### config.mk
export PLATFORM = sky130hd
export DESIGN_NAME = seq_shift_multiplier
export DESIGN_NICKNAME = d
export VERILOG_FILES = /design/src/rtl/seq_shift_multiplier.sv
export SDC_FILE = /design/constraint.sdc
export NUM_CORES = 1
export LEC_CHECK = 0
export CAP_MARGIN = 30
export CORE_UTILIZATION = 40
export DETAILED_ROUTE_END_ITERATION = 8
export PLACE_DENSITY = 0.74
export SYNTH_ARGS = -nofsm -noshare
export SYNTH_HDL_FRONTEND = slang
export SYNTH_SLANG_ARGS = --single-unit
### constraint.sdc
create_clock -name clk -period 1.9 [get_ports clk]
set_input_delay 0.38 -clock clk [delete_from_list [all_inputs] [get_ports clk]]
set_output_delay 0.38 -clock clk [all_outputs]
set_load 0.005 [all_outputs]
### src/rtl/seq_shift_multiplier.sv
// Sequential shift-and-add multiplier, signed or unsigned N x N -> 2N.
// Sign-magnitude datapath: multiply the magnitudes, negate the product at the end.
module seq_shift_multiplier #(
  parameter int N = 8
) (
  input  logic           clk,
  input  logic           rst_n,
  input  logic           start,
  input  logic           signed_mode,
  input  logic [N-1:0]   x,
  input  logic [N-1:0]   y,
  output logic           busy,
  output logic           done,
  output logic [2*N-1:0] p
);

  localparam int CW = $clog2(N + 1);
  localparam logic [CW-1:0] CNT_INIT = CW'(N);
  localparam logic [CW-1:0] CNT_ONE  = CW'(1);

  typedef enum logic [1:0] {
    IDLE,
    RUN,
    FIN
  } state_t;

  state_t state;
  state_t state_nx;

  logic [N:0]     a;
  logic [N-1:0]   q;
  logic [N-1:0]   m;
  logic [CW-1:0]  cnt;
  logic           neg;
  logic           fin_d;

  logic           accept;
  logic           x_neg;
  logic           y_neg;
  logic [N-1:0]   x_mag;
  logic [N-1:0]   y_mag;
  logic [N:0]     sum;
  logic [2*N:0]   shifted;
  logic [2*N-1:0] mag;
  logic [2*N-1:0] res;

  always_ff @(posedge clk or negedge rst_n) begin
    if (!rst_n) begin
      state <= IDLE;
    end else begin
      state <= state_nx;
    end
  end

  always_comb begin
    state_nx = state;
    unique case (state)
      IDLE:    if (start) state_nx = RUN;
      RUN:     if (cnt == CNT_ONE) state_nx = FIN;
      FIN:     state_nx = IDLE;
      default: state_nx = IDLE;
    endcase
  end

  assign accept = (state == IDLE) && start;

  assign x_neg = signed_mode & x[N-1];
  assign y_neg = signed_mode & y[N-1];
  assign x_mag = x_neg ? -x : x;
  assign y_mag = y_neg ? -y : y;

  // (N+1)-bit sum of two N-bit magnitudes cannot overflow
  assign sum     = q[0] ? (a + {1'b0, m}) : a;
  assign shifted = {1'b0, sum, q[N-1:1]};

  assign mag = {a[N-1:0], q};
  assign res = neg ? -mag : mag;

  always_ff @(posedge clk or negedge rst_n) begin
    if (!rst_n) begin
      a   <= '0;
      q   <= '0;
      m   <= '0;
      cnt <= '0;
      neg <= 1'b0;
    end else if (accept) begin
      a   <= '0;
      q   <= y_mag;
      m   <= x_mag;
      cnt <= CNT_INIT;
      neg <= signed_mode & (x[N-1] ^ y[N-1]);
    end else if (state == RUN) begin
      a   <= shifted[2*N:N];
      q   <= shifted[N-1:0];
      cnt <= cnt - CNT_ONE;
    end
  end

  // Outputs are registered one edge behind the FSM; p reads A/Q
  // before a back-to-back accept on the same edge overwrites them.
  always_ff @(posedge clk or negedge rst_n) begin
    if (!rst_n) begin
      fin_d <= 1'b0;
      busy  <= 1'b0;
      done  <= 1'b0;
      p     <= '0;
    end else begin
      fin_d <= (state == FIN);
      busy  <= (state != IDLE);
      done  <= fin_d;
      if (fin_d) p <= res;
    end
  end

endmodule

# Word-level counts from Yosys, hierarchy flattened
# Cells that the tools add are included.
[classes]
reduce_logical = 5
mux = 13
eq_ne = 5
bitwise = 4
n_addsub = 5
[op_table]
columns = ["cell", "n"]
rows = [
  ["$mux W8", 4],
  ["$mux W9", 3],
  ["$mux W16", 1],
  ["$neg A16 Y16", 1],
  ["$neg A8 Y8", 2],
  ["$add A9 B8 Y9", 1],
  ["$mux W4", 2],
  ["$eq A4 B1 Y1 const B", 1],
  ["$mux W2", 2],
  ["$ne A2 B2 Y1 const B", 2],
  ["$pmux W2 S2", 1],
  ["$reduce_bool A2 Y1", 2],
  ["$sub A4 B1 Y4 const B", 1],
  ["$and A1 B1 Y1", 3],
  ["$eq A2 B1 Y1 const B", 1],
  ["$eq A2 B2 Y1 const B", 1],
  ["$logic_not A2 Y1", 1],
  ["$reduce_and A2 Y1", 1],
  ["$logic_and A1 B1 Y1", 1],
  ["$xor A1 B1 Y1", 1],
]
[totals]
output_inout_bits = 18
word_cells = 42
inputBits = 20
register_bits = 51

# Depth between registers and ports, before layout
# Gate-level depths: netlist of the first run.
[depth]
word_depth = 4
mapped_depth = 7

# Least setup slack after synthesis of the first run
# No wires, ideal clock.
[synth_path]
kind = "register -> register"
from = "register a[0]"
to = "register a[7]"
synth_period_minus_slack_ns = 1.871
slack_ns = 0.029
path_stages_with_launch = 7
arrival_time_ns = 1.746
required_time_ns = 1.774
setup_ns = 0.126
path_buffers = 0
cell_sequence = "dfrtp_1 -> ha_1 -> fa_1 -> a211oi_1 -> o21ai_0 -> a311oi_1 -> o31ai_1"
[synth_between]
elab_chain_len = 4
[synth_lines]
columns = ["item", "line", "text"]
rows = [
  ["start, declared", "30", "logic [N:0] a;"],
  ["start signal, assigned", "93", "a <= shifted[2*N:N];"],
  ["$add A9 B8 Y9", "73", "assign sum = q[0] ? (a + {1'b0, m}) : a;"],
  ["$mux W9", "73", ""],
  ["$mux W9", "92", "end else if (state == RUN) begin"],
  ["$mux W9", "86", "end else if (accept) begin"],
]
# Every way passes these cells. The select of a mux whose other input is x is not followed.
# A chain may end at the register's enable or synchronous reset.

# Final worst setup path of the first run
[layout_path]
from = "register q[6]"
to = "register p[13]"
[layout_between]
elab_chain_len = 2
[layout_lines]
columns = ["item", "line", "text"]
rows = [
  ["start, declared", "31", "logic [N-1:0] q;"],
  ["start signal, assigned", "88", "q <= y_mag;"],
  ["start signal, assigned", "94", "q <= shifted[N-1:0];"],
  ["$neg A16 Y16", "77", "assign res = neg ? -mag : mag;"],
  ["$mux W16", "77", ""],
  ["end signal, assigned", "111", "if (fin_d) p <= res;"],
  ["end, declared", "14", "output logic [2*N-1:0] p"],
]
# Every way passes these cells.

==> impl_metrics.csv, run 1 <==
group,metric,value,unit
pwr,pwr_density_cell,1470,nW/µm²
timing,hold_viol,0,
pwr,ir_drop,0.537,mV
critical_path,cp-start-kind,"flip-flop",
die,initial_utilization,41.3,%
synthesis,ys_ff_latch,50,
global_route,grt_pass1_vias,2443,
placement,post-dp-hpwl,4900,µm
final_layout,drive_gt1_share,12.0,%
die,num_rows,31,
synthesis,async_reset_ff_share,100,%
timing,setup_viol,0,
critical_path,r2r_slack,0.07,ns
hold_path,hold_class,"primary input to async pin",
route,detailedRoute.firstIterationViolations,147,
synthesis,synth_fp_nets,358,
pwr,power_switching,0.00224,W
placement,gp_congestion,0.826,
timing,fin_crit_sh,96.2,%
route,routed_via_density,5.30,
final_layout,diodes,0,
timing,fin_hold_ws,0.0426,ns
pwr,combPwrFrac,52.4,%
timing,rsz0062_at_grt,"yes",
cts,cts_buffers,5,
cts,cts.reportedPaths.clkPinSlew,0.10,ns
route,wl_per_cell,13.6,µm
final_layout,fin_util,51.4,%
final_layout,syn_to_final_growth,24.4,%
global_route,grt_pass1_wl,10900,µm
global_route,grtUsageTotal,18.0,%
die,pin_count,38,
synthesis,synth_enable_flop_cells,0,
critical_path,critPathRequiredTime,2.07,ns
synthesis,ys_seq_area_share,42.0,%
pwr,clkPwrFrac,11.7,%
route,drc_errors,0,
cts,cts.hold.buffers_added,0,
placement,placement.io_buffers,37,
cts,clk_latency,0.31,ns
timing,tightest_slew,0.848,ns
pwr,leakage,1.59,nW
critical_path,critical_path_arrival,2.00,ns
route,dr_total_vias,2514,
timing,fin_skew,0.0157,ns
timing,slew_viol_final,0,
route,first_pass_iters,4,
cts,cts_tree,"done",
synthesis,synth_cell_types,48,
pwr,p_seq_share,35.9,%
final_layout,fin_nets,408,
pwr,swShare,41.2,%
critical_path,crit_path_end_kind,"flip-flop",
global_route,antenna_found_initial,0,
synthesis,syn-cell-area,2980,µm²
critical_path,crit_type,"flip-flop to flip-flop",
critical_path,worstPathMaxFanout,9,
synthesis,yosysWarnings,0,
pwr,p_int,0.00319,W
flow_run,maxCapViolCount,0,
status,status,"complete, no violations",
cts,ctsRootBufferMaster,"clkbuf_8",
pwr,power,0.00544,W
die,die_width,88.3,µm
timing,max_freq,0.547,GHz
cts,htreeDepth,2,
route,wl,6430,µm
synthesis,avgSynthCellArea,9.19,µm²
global_route,grt-ovfl-total,0,
die,die_y,88.3,µm
cts,clock-sinks,50,
die,die-area,7790,µm²
synthesis,synthesis.instances,324,
synthesis,ys.flop_type,"dfrtp_1",
critical_path,reg2reg_from,"q[6]",
critical_path,r2r_cells,5,
cts,cts_buffer_depth,2,
global_route,grt_max_degree,51,
critical_path,rr_endpoint,"p[13]",
timing,period_needed,1.83,ns
timing,timing.slew.headroom,43.4,%
route,ant_nets,0,
timing,tns,0,ns
die,coreArea,7210,µm²
==> flip-flops by register name, indices dropped and copies added (netlist names) <==
signal,count
p,16
a,8
m,8
q,8
cnt,4
state,2
busy,1
done,1
fin_d,1
neg,1
==> worst max-delay path, stage by stage (launching register included) <==
cell and delay (ns):
dfrtp_1 0.39, or4_4 0.54, buf_6 0.17, o41ai_4 0.33
xor2_1 0.17, a21oi_1 0.09
==> synth_stat cells, types with 4 or more instances <==
cell type | n | area, µm²
dfrtp_1 | 50 | 1250
nand2_1 | 38 | 143
a21oi_1 | 28 | 140
nor2_1 | 26 | 97.6
o21ai_0 | 24 | 120
xor2_1 | 17 | 149
clkbuf_1 | 14 | 52.6
ha_1 | 13 | 163
xnor2_1 | 12 | 105
inv_1 | 8 | 30.0
mux2i_1 | 7 | 70.1
nand3_1 | 7 | 35.0
nor3_1 | 7 | 35.0
a32oi_1 | 5 | 43.8
or3_1 | 5 | 31.3
and3_1 | 4 | 25.0
nor2b_1 | 4 | 25.0
o31ai_1 | 4 | 30.0
o41ai_2 | 4 | 65.1
==> layer usage <==
metal	up-vias	global-route usage, %	part of all wire, %
li1	1256	-	-
met1	1192	21.8	46
met2	57	33.0	50
met3	9	2.80	2.8
met4	0	4.84	1.2
met5	-	0	0
==> layout by cell type, fill, tap and decap left out, drive strengths merged, types with 3 or more instances in the layout <==
cell type	synthesis	final
a211oi	3	3
a21oi	28	28
a32oi	5	5
and3	4	4
buf	3	24
clkbuf	14	5
clkdlybuf4s50	0	36
dfrtp	50	50
ha	13	13
inv	9	10
mux2i	7	7
nand2	38	38
nand2b	3	3
nand3	7	7
nand3b	3	3
nor2	26	26
nor2b	4	4
nor3	7	7
nor3b	3	3
nor4	3	3
o21ai	25	25
o31ai	4	4
o41ai	5	5
or3	5	5
or4	3	3
xnor2	12	12
xor2	17	17
==> stage by stage <==
stage                     area, µm²  instances  setup WS, ns
after global placement         3570        465       -0.0199
after floorplan                2980        324        0.0287
after CTS                      3660        473       0.00679
final                          3700        474        0.0718
after global routing           3700        474      -0.00807
after detailed placement       3570        465       -0.0890
==> power by group through the flow <==
stage	sequential, W	clock, W	combinational, W
after floorplan	0.00186	0	0.00180
after global placement	0.00192	0	0.00267
after detailed placement	0.00195	0	0.00275
after CTS	0.00193	0.000654	0.00277
after global routing	0.00202	0.000693	0.00318
final	0.00195	0.000634	0.00285
==> layout make-up <==
cell class	instances	area, µm²
fill	676	3510
sequential	50	1250
inverter	9	33.8
clock inverter	3	23.8
clock buffer	5	68.8
timing repair buffer	60	554
tap	99	124
multi-input combinational	248	1650
==> worst max-delay path by stage <==
stage	start	end	slack [ns]	cells past startpoint
5_1_grt	q[6]	p[13]	-0.008	5
3_5_place_dp	x[0]	m[5]	-0.09	5
6_report	q[6]	p[13]	0.07	5
3_3_place_gp	x[0]	m[7]	-0.02	5
2_1_floorplan	a[0]	a[7]	0.03	6
4_1_cts	q[6]	p[13]	0.007	5
==> timing repair <==
action / in CTS / in global routing
setup buffers: 0 / 1
endpoints found under the setup margin: 0 / 8
resized for setup: 0 / 8
endpoints found under the hold margin: 0 / 0
==> cell families (layout without fill, tap and decap cells) <==
group	count (synthesis)	in the layout	share of synthesized area [%]
compound gates	83	83	18.1
xor+xnor	29	29	8.53
fa+ha+maj	14	14	6.13
buf+inv	26	77	3.78
flops	50	50	42.0
mux	8	8	2.73
simple gates	114	114	18.7
Note: power is estimated with default switching activity, not from simulation.
==> run 2, diff against run 1 <==
--- a/config.mk
+++ b/config.mk
@@ -12,3 +12,4 @@
 export SYNTH_ARGS = -nofsm -noshare
 export SYNTH_HDL_FRONTEND = slang
 export SYNTH_SLANG_ARGS = --single-unit
+export TNS_END_PERCENT = 50
==> results of run 2 <==
No change in the layout: final DEF, timing and power equal those of run 1.
